[config.mk]
export PLATFORM = sky130hd
export DESIGN_NAME = seg_display_scan_flat
export DESIGN_NICKNAME = d
export VERILOG_FILES = /design/src/rtl/seg_display_scan_if.sv /design/src/rtl/seg_display_scan.sv /design/src/flat_wrapper.sv
export SDC_FILE = /design/constraint.sdc
export NUM_CORES = 1
export LEC_CHECK = 0
export ABC_CLOCK_PERIOD_IN_PS = 4540
export CAP_MARGIN = 20
export CORE_UTILIZATION = 30
export DETAILED_ROUTE_END_ITERATION = 10
export PLACE_DENSITY = 0.49
export SLEW_MARGIN = 5
export SYNTH_ARGS = -nofsm -noshare
export SYNTH_HDL_FRONTEND = slang
export SYNTH_SLANG_ARGS = --single-unit
[constraint.sdc]
create_clock -name sys_clk -period 4.54 [get_ports sys_clk]
set_input_delay 1.135 -clock sys_clk [delete_from_list [all_inputs] [get_ports sys_clk]]
set_output_delay 1.135 -clock sys_clk [all_outputs]
set_load 0.05 [all_outputs]
[src/rtl/seg_display_scan_if.sv]
// Signal bundle between the fare-meter counters and the seven-segment scan driver.
// Debug taps expose the conversion FSM state and the committed BCD to checkers.
interface seg_display_scan_if;
  // No handshake: data_in/point are level inputs sampled only in the conversion
  // FSM's IDLE cycle; sel/seg are registered outputs that change only on a scan tick.
  logic [15:0] data_in;
  logic [3:0]  point;
  logic [3:0]  sel;
  logic [7:0]  seg;
  logic [1:0]  dbg_state;
  logic [15:0] dbg_bcd;

  modport master (output data_in, point, input sel, seg, dbg_state, dbg_bcd);
  modport slave  (input data_in, point, output sel, seg, dbg_state, dbg_bcd);
endinterface

[src/rtl/seg_display_scan.sv]
// Four-digit common-anode display driver: sequential shift-add-3 binary-to-BCD
// conversion feeding a time-multiplexed digit scan with leading-zero blanking.
module seg_display_scan #(
  parameter int CLK_DIV = 50000
) (
  input  logic              sys_clk,
  input  logic              sys_reset,
  seg_display_scan_if.slave bus
);

  localparam int DIV_W = (CLK_DIV > 2) ? $clog2(CLK_DIV) : 1;
  localparam logic [DIV_W-1:0] DIV_MAX = DIV_W'(CLK_DIV - 1);
  localparam logic [DIV_W-1:0] DIV_ONE = DIV_W'(1);

  typedef enum logic [1:0] {
    ST_IDLE  = 2'd0,
    ST_SHIFT = 2'd1,
    ST_DONE  = 2'd2
  } state_t;

  state_t            state_q, state_d;
  logic [15:0]       bin_q, bin_d;
  logic [15:0]       bcd_q, bcd_d;
  logic [3:0]        cnt_q, cnt_d;
  logic              ovr_pend_q, ovr_pend_d;
  logic [3:0]        pt_pend_q, pt_pend_d;
  logic [15:0]       disp_bcd_q, disp_bcd_d;
  logic              disp_ovr_q, disp_ovr_d;
  logic [3:0]        disp_pt_q, disp_pt_d;
  logic [DIV_W-1:0]  div_q, div_d;
  logic [1:0]        idx_q, idx_d;
  logic [3:0]        sel_q, sel_d;
  logic [7:0]        seg_q, seg_d;
  logic [15:0]       adj_bcd;
  logic              tick;
  logic [3:0]        nib;
  logic [15:0]       upper;
  logic [3:0]        pt_hi;
  logic [7:0]        digit_seg;

  function automatic logic [15:0] add3(input logic [15:0] b);
    logic [15:0] r;
    r = b;
    for (int i = 0; i < 4; i++) begin
      if (b[i*4 +: 4] >= 4'd5) r[i*4 +: 4] = b[i*4 +: 4] + 4'd3;
    end
    return r;
  endfunction

  function automatic logic [7:0] enc7(input logic [3:0] n);
    case (n)
      4'd0:    return 8'hC0;
      4'd1:    return 8'hF9;
      4'd2:    return 8'hA4;
      4'd3:    return 8'hB0;
      4'd4:    return 8'h99;
      4'd5:    return 8'h92;
      4'd6:    return 8'h82;
      4'd7:    return 8'hF8;
      4'd8:    return 8'h80;
      4'd9:    return 8'h90;
      default: return 8'hFF;
    endcase
  endfunction

  assign adj_bcd = add3(bcd_q);

  always_comb begin
    state_d    = state_q;
    bin_d      = bin_q;
    bcd_d      = bcd_q;
    cnt_d      = cnt_q;
    ovr_pend_d = ovr_pend_q;
    pt_pend_d  = pt_pend_q;
    disp_bcd_d = disp_bcd_q;
    disp_ovr_d = disp_ovr_q;
    disp_pt_d  = disp_pt_q;
    case (state_q)
      ST_IDLE: begin
        bin_d      = bus.data_in;
        bcd_d      = 16'd0;
        cnt_d      = 4'd0;
        ovr_pend_d = (bus.data_in > 16'd9999);
        pt_pend_d  = bus.point;
        state_d    = ST_SHIFT;
      end
      ST_SHIFT: begin
        {bcd_d, bin_d} = {adj_bcd[14:0], bin_q, 1'b0};
        cnt_d          = cnt_q + 4'd1;
        if (cnt_q == 4'd15) state_d = ST_DONE;
      end
      ST_DONE: begin
        disp_bcd_d = bcd_q;
        disp_ovr_d = ovr_pend_q;
        disp_pt_d  = pt_pend_q;
        state_d    = ST_IDLE;
      end
      default: state_d = ST_IDLE;
    endcase
  end

  // The encoder looks at next-state display registers so a tick coinciding
  // with a commit already shows the new value.
  always_comb begin
    tick  = (div_q == DIV_MAX);
    div_d = tick ? '0 : div_q + DIV_ONE;
    idx_d = tick ? idx_q + 2'd1 : idx_q;
    nib   = disp_bcd_d[{idx_d, 2'b00} +: 4];
    upper = disp_bcd_d >> {idx_d, 2'b00};
    pt_hi = disp_pt_d >> idx_d;
    digit_seg = enc7(nib);
    if (disp_pt_d[idx_d]) digit_seg[7] = 1'b0;
    if ((idx_d != 2'd0) && (upper == 16'd0) && (pt_hi == 4'd0)) digit_seg = 8'hFF;
    if (disp_ovr_d) digit_seg = 8'hBF;
    sel_d = sel_q;
    seg_d = seg_q;
    if (tick) begin
      sel_d = ~(4'b0001 << idx_d);
      seg_d = digit_seg;
    end
  end

  always_ff @(posedge sys_clk or posedge sys_reset) begin
    if (sys_reset) begin
      state_q    <= ST_IDLE;
      bin_q      <= 16'd0;
      bcd_q      <= 16'd0;
      cnt_q      <= 4'd0;
      ovr_pend_q <= 1'b0;
      pt_pend_q  <= 4'd0;
      disp_bcd_q <= 16'd0;
      disp_ovr_q <= 1'b0;
      disp_pt_q  <= 4'd0;
      div_q      <= '0;
      idx_q      <= 2'd3;
      sel_q      <= 4'b1111;
      seg_q      <= 8'hFF;
    end else begin
      state_q    <= state_d;
      bin_q      <= bin_d;
      bcd_q      <= bcd_d;
      cnt_q      <= cnt_d;
      ovr_pend_q <= ovr_pend_d;
      pt_pend_q  <= pt_pend_d;
      disp_bcd_q <= disp_bcd_d;
      disp_ovr_q <= disp_ovr_d;
      disp_pt_q  <= disp_pt_d;
      div_q      <= div_d;
      idx_q      <= idx_d;
      sel_q      <= sel_d;
      seg_q      <= seg_d;
    end
  end

  assign bus.sel       = sel_q;
  assign bus.seg       = seg_q;
  assign bus.dbg_state = state_q;
  assign bus.dbg_bcd   = disp_bcd_q;

endmodule

[src/flat_wrapper.sv]
// flat-port wrapper written by rule: the top's interface ports become plain ports
module seg_display_scan_flat 
#(
  parameter int CLK_DIV = 50000
)
  (sys_clk, sys_reset, bus_data_in, bus_point, bus_sel, bus_seg, bus_dbg_state, bus_dbg_bcd);
  seg_display_scan_if bus_i ();
  input  logic sys_clk;
  input  logic sys_reset;
  input wire logic [$bits(bus_i.data_in)-1:0] bus_data_in;
  input wire logic [$bits(bus_i.point)-1:0] bus_point;
  output wire logic [$bits(bus_i.sel)-1:0] bus_sel;
  output wire logic [$bits(bus_i.seg)-1:0] bus_seg;
  output wire logic [$bits(bus_i.dbg_state)-1:0] bus_dbg_state;
  output wire logic [$bits(bus_i.dbg_bcd)-1:0] bus_dbg_bcd;
  assign bus_i.data_in = bus_data_in;
  assign bus_i.point = bus_point;
  assign bus_sel = bus_i.sel;
  assign bus_seg = bus_i.seg;
  assign bus_dbg_state = bus_i.dbg_state;
  assign bus_dbg_bcd = bus_i.dbg_bcd;
  seg_display_scan #(.CLK_DIV(CLK_DIV)) u_core (.sys_clk(sys_clk), .sys_reset(sys_reset), .bus(bus_i));
endmodule
==> results of run 1 <==
==> cells by family after synthesis <==
family | share of synthesized area
AO/OA/AOI/OAI | 0.124
XOR/XNOR | 0.0373
adder cells (fa/ha/maj) | 0.0381
buffers and inverters | 0.0358
flip-flops | 0.481
multiplexers | 0.108
AND/OR/NAND/NOR | 0.175
==> critical path, cell delays in order, from the launching register on <==
cell	delay [ns]
dfrtp_1	0.43
or4b_4	0.58
or4_4	0.64
mux2i_1	0.21
mux2i_1	0.08
mux2_2	0.34
ha_1	0.22
o21ai_0	0.07
inv_1	0.08
a211oi_2	0.39
a31oi_1	0.15
==> sequential cells by signal, indices dropped and copies added (netlist names), 4 cells and up <==
signal	count
u_core.bus.seg	8
u_core.cnt_q	4
u_core.pt_pend_q	4
u_core.bcd_q	16
u_core.disp_pt_q	4
u_core.bin_q	16
u_core.bus.sel	4
u_core.bus.dbg_bcd	16
u_core.div_q	16
==> worst paths after layout <==
kind | startpoint | end | cells past startpoint | slack (ns)
worst min register to register | u_core.bus.sel[3]$_DFFE_PP1N_ | u_core.bus.sel[3]$_DFFE_PP1N_ | 2 | 0.46
min in group asynchronous | sys_reset | u_core.bus.dbg_state[0]$_DFFE_PP0P_ | 2 | 1.09
worst max-delay path | u_core.div_q[5]$_DFF_PP0_ | u_core.bus.seg[3]$_DFFE_PP1N_ | 10 | 1.24
worst max register to register | u_core.div_q[5]$_DFF_PP0_ | u_core.bus.seg[3]$_DFFE_PP1N_ | 10 | 1.24
max in group asynchronous | sys_reset | u_core.bus.sel[3]$_DFFE_PP1N_ | 4 | 2.55
worst min-delay path | u_core.bus.sel[3]$_DFFE_PP1N_ | u_core.bus.sel[3]$_DFFE_PP1N_ | 2 | 0.46
==> layout make-up <==
type,instances,share of cell area
well taps,216,0.0449
multi-input cells,357,0.396
inverters,20,0.0129
flip-flops and latches,94,0.394
repair buffers,58,0.0968
clock buffers,13,0.0449
clock inverters,3,0.0108
==> through the flow <==
step	total power, mW	hold slack [ns]	instance area, µm²	setup slack [ns]
floorplan	1.67	0.433	4930	0.980
CTS	2.83	0.462	6020	1.24
detailed placement	1.97	0.454	5690	1.26
finish	2.80	0.459	6020	1.24
global placement	1.95	0.446	5660	1.32
global route	2.96	0.483	6020	1.02
==> layer usage <==
layer / wire length, µm / track usage / up-vias
met5: 0 / 0 / -
met4: 245 / 0.0787 / 0
met3: 310 / 0.0250 / 15
met2: 5520 / 0.238 / 62
met1: 5920 / 0.207 / 1835
li1: - / - / 1831
==> power by group <==
group          switching [mW]  internal [mW]
logic                   0.542          0.340
clock network           0.314          0.527
registers               0.127          0.946
==> cells in the mapped netlist (9+ instances only) <==
cell      instances
o21ai_0          39
nor2_1           40
inv_1            18
nand3_1          15
mux2_2           15
nand2_1          66
dfrtp_1          80
nand2b_1          9
clkbuf_1         15
ha_1             15
xnor2_1          12
a21oi_1          15
nor3_1            9
mux2i_1          32
dfstp_2          14
xor2_1            9
==> metrics, run 1 <==
IO Pins 52; top_reg_cell synth dfrtp_1; Final setup viols 0; GP Congestion 0.868; DR WL/cell 15.8 µm; Global Route Usage Sum 0.154; DPL Wire Length 8.79 mm; worst min-delay path category register to register; number of flops mapped to enable cells by yosys 0; synth warn 0; GRT Residual Overflow 0; Die Width 130 µm; Cell Rows 46; routed vias 3743; CTS tree built; drt total wl 12.0 mm; leak pwr 2.67 nW; Post-Route Setup TNS 0 ns; CP max FO 17; 1st-iter DRT viols 197; Residual DRC 0; post_cts resized 0; critical path startpoint category register; Seq. cell area 2370 µm²; cts hold-fix bufs 0; Antenna Cells 0; CTS clock-pin slew for the worst setup and hold paths 0.06 ns; multi-input combinational cell area 2380 µm²; CTS sink count 94; first-pass detailed-route iteration total 4; largest net degree at the start of global routing 66; synthesized area 4930 µm²; Max VDD drop 0.230 mV; CTS HTree Levels 3; biggest area consumer among synthesized cells dfrtp_1; WP data arrival 3.55 ns; Worst slew margin 0.584; # Max-Cap Violations 0; ratio of cells with drive above 1 in the final layout 0.123; Synth top area share 0.406; first-pass GRT wire length 19.8 mm; Final Slew Violations 0; initial antenna violation count 0; fraction of registers with async set/reset 1.00; CP Capture Type register; Die H 130 µm; total CTS buffers 9; most common cell after layout, fill and taps aside dfrtp_1; Fillers 1612; Seq/Total Area, Yosys 0.481; crit share post-route 0.726; Clk Latency, worst-skew pair 0.35 ns; PortBufs 51; Nets 577; Final Hold Vio Count 0; Area Overhead vs Synth 22.1%; placed cells 745; post-synthesis area per instance 10.0 µm²; Starting Density 0.309; Finished Layout Cells 761; final design utilization 0.378; Max clock buf depth 2; distinct cell type count after synthesis 57; CTS root buffer clkbuf_16; syn nets 530; final setup skew 0.00623 ns; WP data required 4.79 ns; synthesized instance count 493; Setup CP Type register to register; post-route ant nets 0; status completed; area of the core 15900 µm²; fmax 303 MHz; die footprint 16900 µm²; P per Cell Area 464 nW/µm²; Setup Buffers After CTS 0; RSZ-0062 raised after global routing false; Synth area leaders dfrtp_1 41%, dfstp_2 7.5%, mux2i_1 6.5%; Final min period 3.30 ns; synthesized flop and latch total 94; vias per cell 4.92; most frequent cells in the layout 79 x dfrtp_1, 66 x nand2_1, 51 x clkdlybuf4s50_1; vias in the first global route 3826; actual slew at the worst max-slew pin 0.624 ns
Power figures use the tool's default switching activity.
==> inputs of run 2 (changes only) <==
--- a/config.mk
+++ b/config.mk
@@ -5,11 +5,11 @@
 export SDC_FILE = /design/constraint.sdc
 export NUM_CORES = 1
 export LEC_CHECK = 0
-export ABC_CLOCK_PERIOD_IN_PS = 4540
+export ABC_CLOCK_PERIOD_IN_PS = 2800
 export CAP_MARGIN = 20
 export CORE_UTILIZATION = 30
 export DETAILED_ROUTE_END_ITERATION = 10
-export PLACE_DENSITY = 0.49
+export PLACE_DENSITY = 0.5
 export SLEW_MARGIN = 5
 export SYNTH_ARGS = -nofsm -noshare
 export SYNTH_HDL_FRONTEND = slang
==> constraint.sdc (replaced) <==
create_clock -name sys_clk -period 2.8 [get_ports sys_clk]
set_input_delay 0.7 -clock sys_clk [delete_from_list [all_inputs] [get_ports sys_clk]]
set_output_delay 0.7 -clock sys_clk [all_outputs]
set_load 0.05 [all_outputs]
==> metrics, run 2 (synthesized netlist as in run 1, its figures left out) <==
area of the core 15900 µm² (unchanged); PortBufs 51 (unchanged); die footprint 16900 µm² (unchanged); multi-input combinational cell area 2430 µm² (was 2380 µm²); Die Width 130 µm (unchanged); Worst slew margin 0.638 (was 0.584); Final min period 2.97 ns (was 3.30 ns); drt total wl 12.0 mm (about the same); Antenna Cells 0 (unchanged); final setup skew 0.00683 ns (was 0.00623 ns); total CTS buffers 9 (unchanged); post-route ant nets 0 (unchanged); CTS tree built (unchanged); initial antenna violation count 0 (unchanged); Setup CP Type register to register (unchanged); P per Cell Area 734 nW/µm² (was 464 nW/µm²); Final WS setup -0.172 ns (was 1.24 ns); Global Route Usage Sum 0.154 (about the same); CTS root buffer clkbuf_16 (unchanged); Starting Density 0.309 (unchanged); CP Capture Type register (unchanged); most common cell after layout, fill and taps aside dfrtp_1 (unchanged); GRT Residual Overflow 0 (unchanged); routed vias 3827 (was 3743); Final Hold Vio Count 0 (unchanged); fmax 336 MHz (was 303 MHz); Final setup viols 7 (was 0); Nets 603 (was 577); Seq. cell area 2370 µm² (about the same); Fillers 1571 (was 1612); CP max stage delay 0.56 ns (was 0.64 ns); largest net degree at the start of global routing 95 (was 66); crit share post-route 1.06 (was 0.726); Cell Rows 46 (unchanged); most frequent cells in the layout 78 x dfrtp_1, 66 x nand2_1, 50 x clkdlybuf4s50_1 (was 79 x dfrtp_1, 66 x nand2_1, 51 x clkdlybuf4s50_1); WP data arrival 3.24 ns (was 3.55 ns); # Max-Cap Violations 0 (unchanged); first-pass detailed-route iteration total 4 (unchanged); CTS HTree Levels 3 (unchanged); Area Overhead vs Synth 27.1% (was 22.1%); Top delay family on crit path simple AND/OR/NAND/NOR gates (unchanged); CP dominant cell by count mux2_4 (was mux2i_1); leak pwr 2.78 nW (was 2.67 nW); 1st-iter DRT viols 229 (was 197); first-pass GRT wire length 19.9 mm (was 19.8 mm); CP bufs+invs 1 (unchanged); Post-Route Setup TNS -1.04 ns (was 0 ns); Clk Latency, worst-skew pair 0.35 ns (about the same); worst min-delay path category register to register (unchanged); Slowest-stage cell, CP or4b_4 (was or4_4); Die H 130 µm (unchanged); IO Pins 52 (unchanged); GP Congestion 0.798 (was 0.868); critical path startpoint category register (unchanged); RSZ-0062 raised after global routing true (was false); CTS clock-pin slew for the worst setup and hold paths 0.07 ns (was 0.06 ns); WHS 0.452 ns (was 0.459 ns); cts hold-fix bufs 0 (unchanged); Max VDD drop 0.389 mV (was 0.230 mV); Residual DRC 0 (unchanged); CP max FO 4 (was 17); CTS sink count 94 (unchanged); vias in the first global route 3807 (was 3826); ratio of cells with drive above 1 in the final layout 0.186 (was 0.123); CP cell instances or4b_4 > or4_4 > mux2i_2 > mux2i_1 > mux2_4 > inv_2 > ha_2 > o21ai_0 > mux2_4 > a31oi_1 (was or4b_4 > or4_4 > mux2i_1 > mux2i_1 > mux2_2 > ha_1 > o21ai_0 > inv_1 > a211oi_2 > a31oi_1); Max clock buf depth 2 (unchanged); vias per cell 4.86 (was 4.92); failing checks negative setup slack; WP data required 3.07 ns (was 4.79 ns); dpl ws -0.156 ns (was 1.26 ns); status finished, violations left (was completed); Final Slew Violations 0 (unchanged); actual slew at the worst max-slew pin 0.528 ns (was 0.624 ns); DPL Wire Length 8.61 mm (was 8.79 mm); DR WL/cell 15.3 µm (was 15.8 µm)
run 2: changes by cell type in the layout (fill, tap and decap cells not counted), moves of 3 or more:
cell,delta
buf_4,+24
ha_1,-3
inv_1,-3
inv_2,+3
run 2: worst reg2reg max path, cell delays in order (launching register included):
cell and delay [ns]:
dfrtp_1 0.38, or4b_4 0.56, or4_4 0.54, mux2i_2 0.21, mux2i_1 0.09, mux2_4 0.31
inv_2 0.09, ha_2 0.18, o21ai_0 0.08, mux2_4 0.28, a31oi_1 0.17
run 2: worst paths after layout:
path,depth (start not counted),from,slack (ns),to
max,10,u_core.div_q[5]$_DFF_PP0_,-0.17,u_core.bus.seg[5]$_DFFE_PP1N_
min,2,u_core.bus.sel[3]$_DFFE_PP1N_,0.45,u_core.bus.sel[3]$_DFFE_PP1N_
max reg2reg,10,u_core.div_q[5]$_DFF_PP0_,-0.17,u_core.bus.seg[5]$_DFFE_PP1N_
min reg2reg,2,u_core.bus.sel[3]$_DFFE_PP1N_,0.45,u_core.bus.sel[3]$_DFFE_PP1N_
max in group asynchronous,3,sys_reset,1.55,u_core.bus.seg[6]$_DFFE_PP1N_
min in group asynchronous,3,sys_reset,0.85,u_core.bcd_q[1]$_DFFE_PP0P_
run 2: layout make-up:
class | count | area share
clock buffers | 11 | 0.0387
repair buffers | 84 | 0.126
inverters | 20 | 0.0126
flip-flops and latches | 94 | 0.379
clock inverters | 5 | 0.0130
multi-input cells | 357 | 0.388
well taps | 216 | 0.0431
run 2: repair_timing:
action / in CTS / in global routing
buffers inserted: 3 / 0
cloned: 0 / 0
pin swaps: 1 / 10
endpoints found under the setup margin: 7 / 7
gates resized for setup: 2 / 7
run 2: routing by layer:
metal / GRT usage / share of wire / up-vias
li1: - / - / 1878
met2: 0.242 / 0.46 / 73
met3: 0.0303 / 0.038 / 15
met5: 0 / 0 / -
met4: 0.0575 / 0.016 / 0
met1: 0.211 / 0.49 / 1861
run 2: power breakdown:
part | internal [mW] | total [mW] | switching (mW)
registers | 1.53 | 1.74 | 0.204
logic | 0.610 | 1.52 | 0.905
clock network | 0.809 | 1.34 | 0.535
total | 2.95 | 4.60 | 1.64
run 2: metrics by stage:
| step | instance area, µm² | utilization | power (mW) | instances |
|---|---|---|---|---|
| 6_report | 6260 | 0.393 | 4.60 | 787 |
| 5_1_grt | 6260 | 0.393 | 4.86 | 787 |
| 4_1_cts | 6250 | 0.392 | 4.63 | 787 |
| 3_5_place_dp | 5900 | 0.370 | 3.24 | 768 |
| 3_3_place_gp | 5900 | 0.370 | 3.21 | 768 |
| 2_1_floorplan | 4970 | - | 2.72 | 493 |
==> inputs of run 3 (changes only) <==
--- a/config.mk
+++ b/config.mk
@@ -7,6 +7,7 @@
 export LEC_CHECK = 0
 export ABC_CLOCK_PERIOD_IN_PS = 2800
 export CAP_MARGIN = 20
+export CORE_MARGIN = 3
 export CORE_UTILIZATION = 30
 export DETAILED_ROUTE_END_ITERATION = 10
 export PLACE_DENSITY = 0.5
==> metrics, run 3 (synthesized netlist as in run 1, its figures left out) <==
Residual DRC 0 (unchanged); Clock power frac 0.290 (was 0.292); vias in the first global route 3795 (was 3807); CP max stage delay 0.57 ns (was 0.56 ns); worst min-delay path category register to register (unchanged); Final WS setup -0.188 ns (was -0.172 ns); CP max FO 6 (was 4); Flop pwr share 0.375 (was 0.378); GP Congestion 0.840 (was 0.798); CTS root buffer clkbuf_16 (unchanged); Slowest-stage cell, CP or4b_4 (unchanged); total CTS buffers 9 (unchanged); CP cell instances or4b_4 > or4_4 > mux2i_1 > mux2i_1 > mux2_4 > ha_4 > o21ai_2 > inv_2 > a211oi_4 > a31oi_1 (was or4b_4 > or4_4 > mux2i_2 > mux2i_1 > mux2_4 > inv_2 > ha_2 > o21ai_0 > mux2_4 > a31oi_1); critical path startpoint category register (unchanged); CP Capture Type register (unchanged); 1st-iter DRT viols 156 (was 229); post-route ant nets 0 (unchanged); first-pass GRT wire length 19.9 mm (about the same); die footprint 18000 µm² (was 16900 µm²); CTS sink count 94 (unchanged); Final min period 2.99 ns (was 2.97 ns); Psw 1.68 mW (was 1.64 mW); Global Route Usage Sum 0.140 (was 0.154); Max VDD drop 0.410 mV (was 0.389 mV); most frequent cells in the layout 78 x dfrtp_1, 66 x nand2_1, 50 x clkdlybuf4s50_1 (unchanged); initial antenna violation count 0 (unchanged); crit share post-route 1.07 (was 1.06); CTS clock-pin slew for the worst setup and hold paths 0.06 ns (was 0.07 ns); DPL Wire Length 8.90 mm (was 8.61 mm); final design utilization 0.398 (was 0.393); Die Width 134 µm (was 130 µm); Reg2Reg Capture Point u_core.bus.seg[1]$_DFFE_PP1N_ (was u_core.bus.seg[5]$_DFFE_PP1N_); routed vias 3823 (was 3827); Critical R2R Launch u_core.div_q[4]$_DFF_PP0_ (was u_core.div_q[5]$_DFF_PP0_); Die H 134 µm (was 130 µm); leak pwr 2.84 nW (was 2.78 nW); Fillers 1595 (was 1571); fmax 335 MHz (was 336 MHz); Worst Hold End u_core.bus.sel[3]$_DFFE_PP1N_ (unchanged); Antenna Cells 0 (unchanged); CP dominant cell by count mux2i_1 (was mux2_4); Starting Density 0.308 (was 0.309); IO Pins 52 (unchanged); status finished, violations left (unchanged); GRT Residual Overflow 0 (unchanged); Setup CP Type register to register (unchanged); largest net degree at the start of global routing 38 (was 95); worst r2r path cells 10 (unchanged); Area Overhead vs Synth 29.2% (was 27.1%); CTS HTree Levels 3 (unchanged); Final Hold Vio Count 0 (unchanged); PortBufs 51 (unchanged); ratio of cells with drive above 1 in the final layout 0.200 (was 0.186); area of the core 16000 µm² (was 15900 µm²); P_int 2.97 mW (was 2.95 mW); Cell Rows 46 (unchanged); Max clock buf depth 2 (unchanged); Nets 612 (was 603); vias per cell 4.80 (was 4.86); CTS tree built (unchanged); total power 4.64 mW (was 4.60 mW); Sw Share 0.361 (was 0.358); Logic pwr share 0.335 (was 0.330); actual slew at the worst max-slew pin 0.631 ns (was 0.528 ns); RSZ-0062 raised after global routing true (unchanged); hold_sp u_core.bus.sel[3]$_DFFE_PP1N_ (unchanged); first-pass detailed-route iteration total 4 (unchanged); Final setup viols 7 (unchanged); WP data required 3.06 ns (was 3.07 ns); DR WL/cell 15.4 µm (was 15.3 µm); hold path depth 2 (unchanged); WHS 0.458 ns (was 0.452 ns); R2R setup slack -0.19 ns (was -0.17 ns); WP data arrival 3.24 ns (about the same); final setup skew 0.00945 ns (was 0.00683 ns); Final Slew Violations 0 (unchanged); most common cell after layout, fill and taps aside dfrtp_1 (unchanged); failing checks negative setup slack (unchanged); P per Cell Area 729 nW/µm² (was 734 nW/µm²); Clk Latency, worst-skew pair 0.35 ns (about the same); Worst slew margin 0.578 (was 0.638); # Max-Cap Violations 0 (unchanged); drt total wl 12.3 mm (was 12.0 mm)
## run 3: cell types whose count changed in the layout (fill, tap and decap cells not counted), sizes merged
cell    previous run  this run
clkbuf            11        10
inv               20        21
buf               34        43
## run 3: what timing repair did
item | 4_1_cts | 5_1_grt
setup endpoints to repair | 7 | 7
resized for setup | 2 | 11
hold buffers | 0 | 0
buffers inserted | 4 | 3
pin swaps | 10 | 9
## run 3: worst max-delay path by stage
stage / endpoint / startpoint / slack [ns] / depth (start not counted)
final: u_core.bus.seg[1]$_DFFE_PP1N_ / u_core.div_q[4]$_DFF_PP0_ / -0.19 / 10
after global routing: u_core.bus.seg[4]$_DFFE_PP1N_ / u_core.div_q[4]$_DFF_PP0_ / -0.30 / 11
after CTS: u_core.bus.seg[1]$_DFFE_PP1N_ / u_core.div_q[10]$_DFF_PP0_ / -0.16 / 10
after detailed placement: u_core.bus.seg[4]$_DFFE_PP1N_ / u_core.div_q[7]$_DFF_PP0_ / -0.15 / 10
after global placement: u_core.bus.seg[4]$_DFFE_PP1N_ / u_core.div_q[7]$_DFF_PP0_ / -0.11 / 10
after floorplan: u_core.bus.seg[4]$_DFFE_PP1N_ / u_core.div_q[7]$_DFF_PP0_ / -0.09 / 11
## run 3: power by group through the flow
| stage | Clock (mW) | Sequential, mW | Combinational (mW) |
|---|---|---|---|
| 5_1_grt | 1.44 | 1.76 | 1.69 |
| 3_3_place_gp | 0 | 1.76 | 1.47 |
| 3_5_place_dp | 0 | 1.76 | 1.49 |
| 6_report | 1.35 | 1.74 | 1.56 |
| 4_1_cts | 1.39 | 1.74 | 1.51 |
| 2_1_floorplan | 0 | 2.00 | 0.718 |
## run 3: final cells by class
| type | count | area [µm²] | area share |
|---|---|---|---|
| Clock buffer | 10 | 229 | 0.0360 |
| Clock inverter | 6 | 93.8 | 0.0147 |
| Inverter | 20 | 81.3 | 0.0128 |
| Multi-Input combinational cell | 357 | 2460 | 0.386 |
| Sequential cell | 94 | 2370 | 0.373 |
| Tap cell | 216 | 270 | 0.0424 |
| Timing Repair Buffer | 93 | 865 | 0.136 |
## run 3: critical path, delay by kind of cell, from the launching register on
family,cells,cell delay (ns)
adder cells (fa/ha/maj),1,0.19
buffers and inverters,1,0.07
AO/OA/AOI/OAI,3,0.54
AND/OR/NAND/NOR,2,1.10
flip-flops,1,0.38
multiplexers,3,0.63
## run 3: metrics by stage
stage | area, µm² | worst slack [ns] | setup TNS, ns | std cells
2_1_floorplan | 4970 | -0.0919 | -0.510 | 493
3_3_place_gp | 5950 | -0.107 | -0.586 | 774
3_5_place_dp | 5950 | -0.147 | -0.812 | 774
4_1_cts | 6310 | -0.161 | -0.853 | 794
5_1_grt | 6370 | -0.296 | -1.85 | 796
6_report | 6370 | -0.188 | -1.05 | 796
## run 3: metal layers
layer | vias up | share of wire | global-route usage
met5 | - | 0 | 0
met4 | 0 | 0.017 | 0.0549
met3 | 14 | 0.024 | 0.0240
met2 | 48 | 0.45 | 0.210
met1 | 1866 | 0.51 | 0.201
li1 | 1895 | - | -
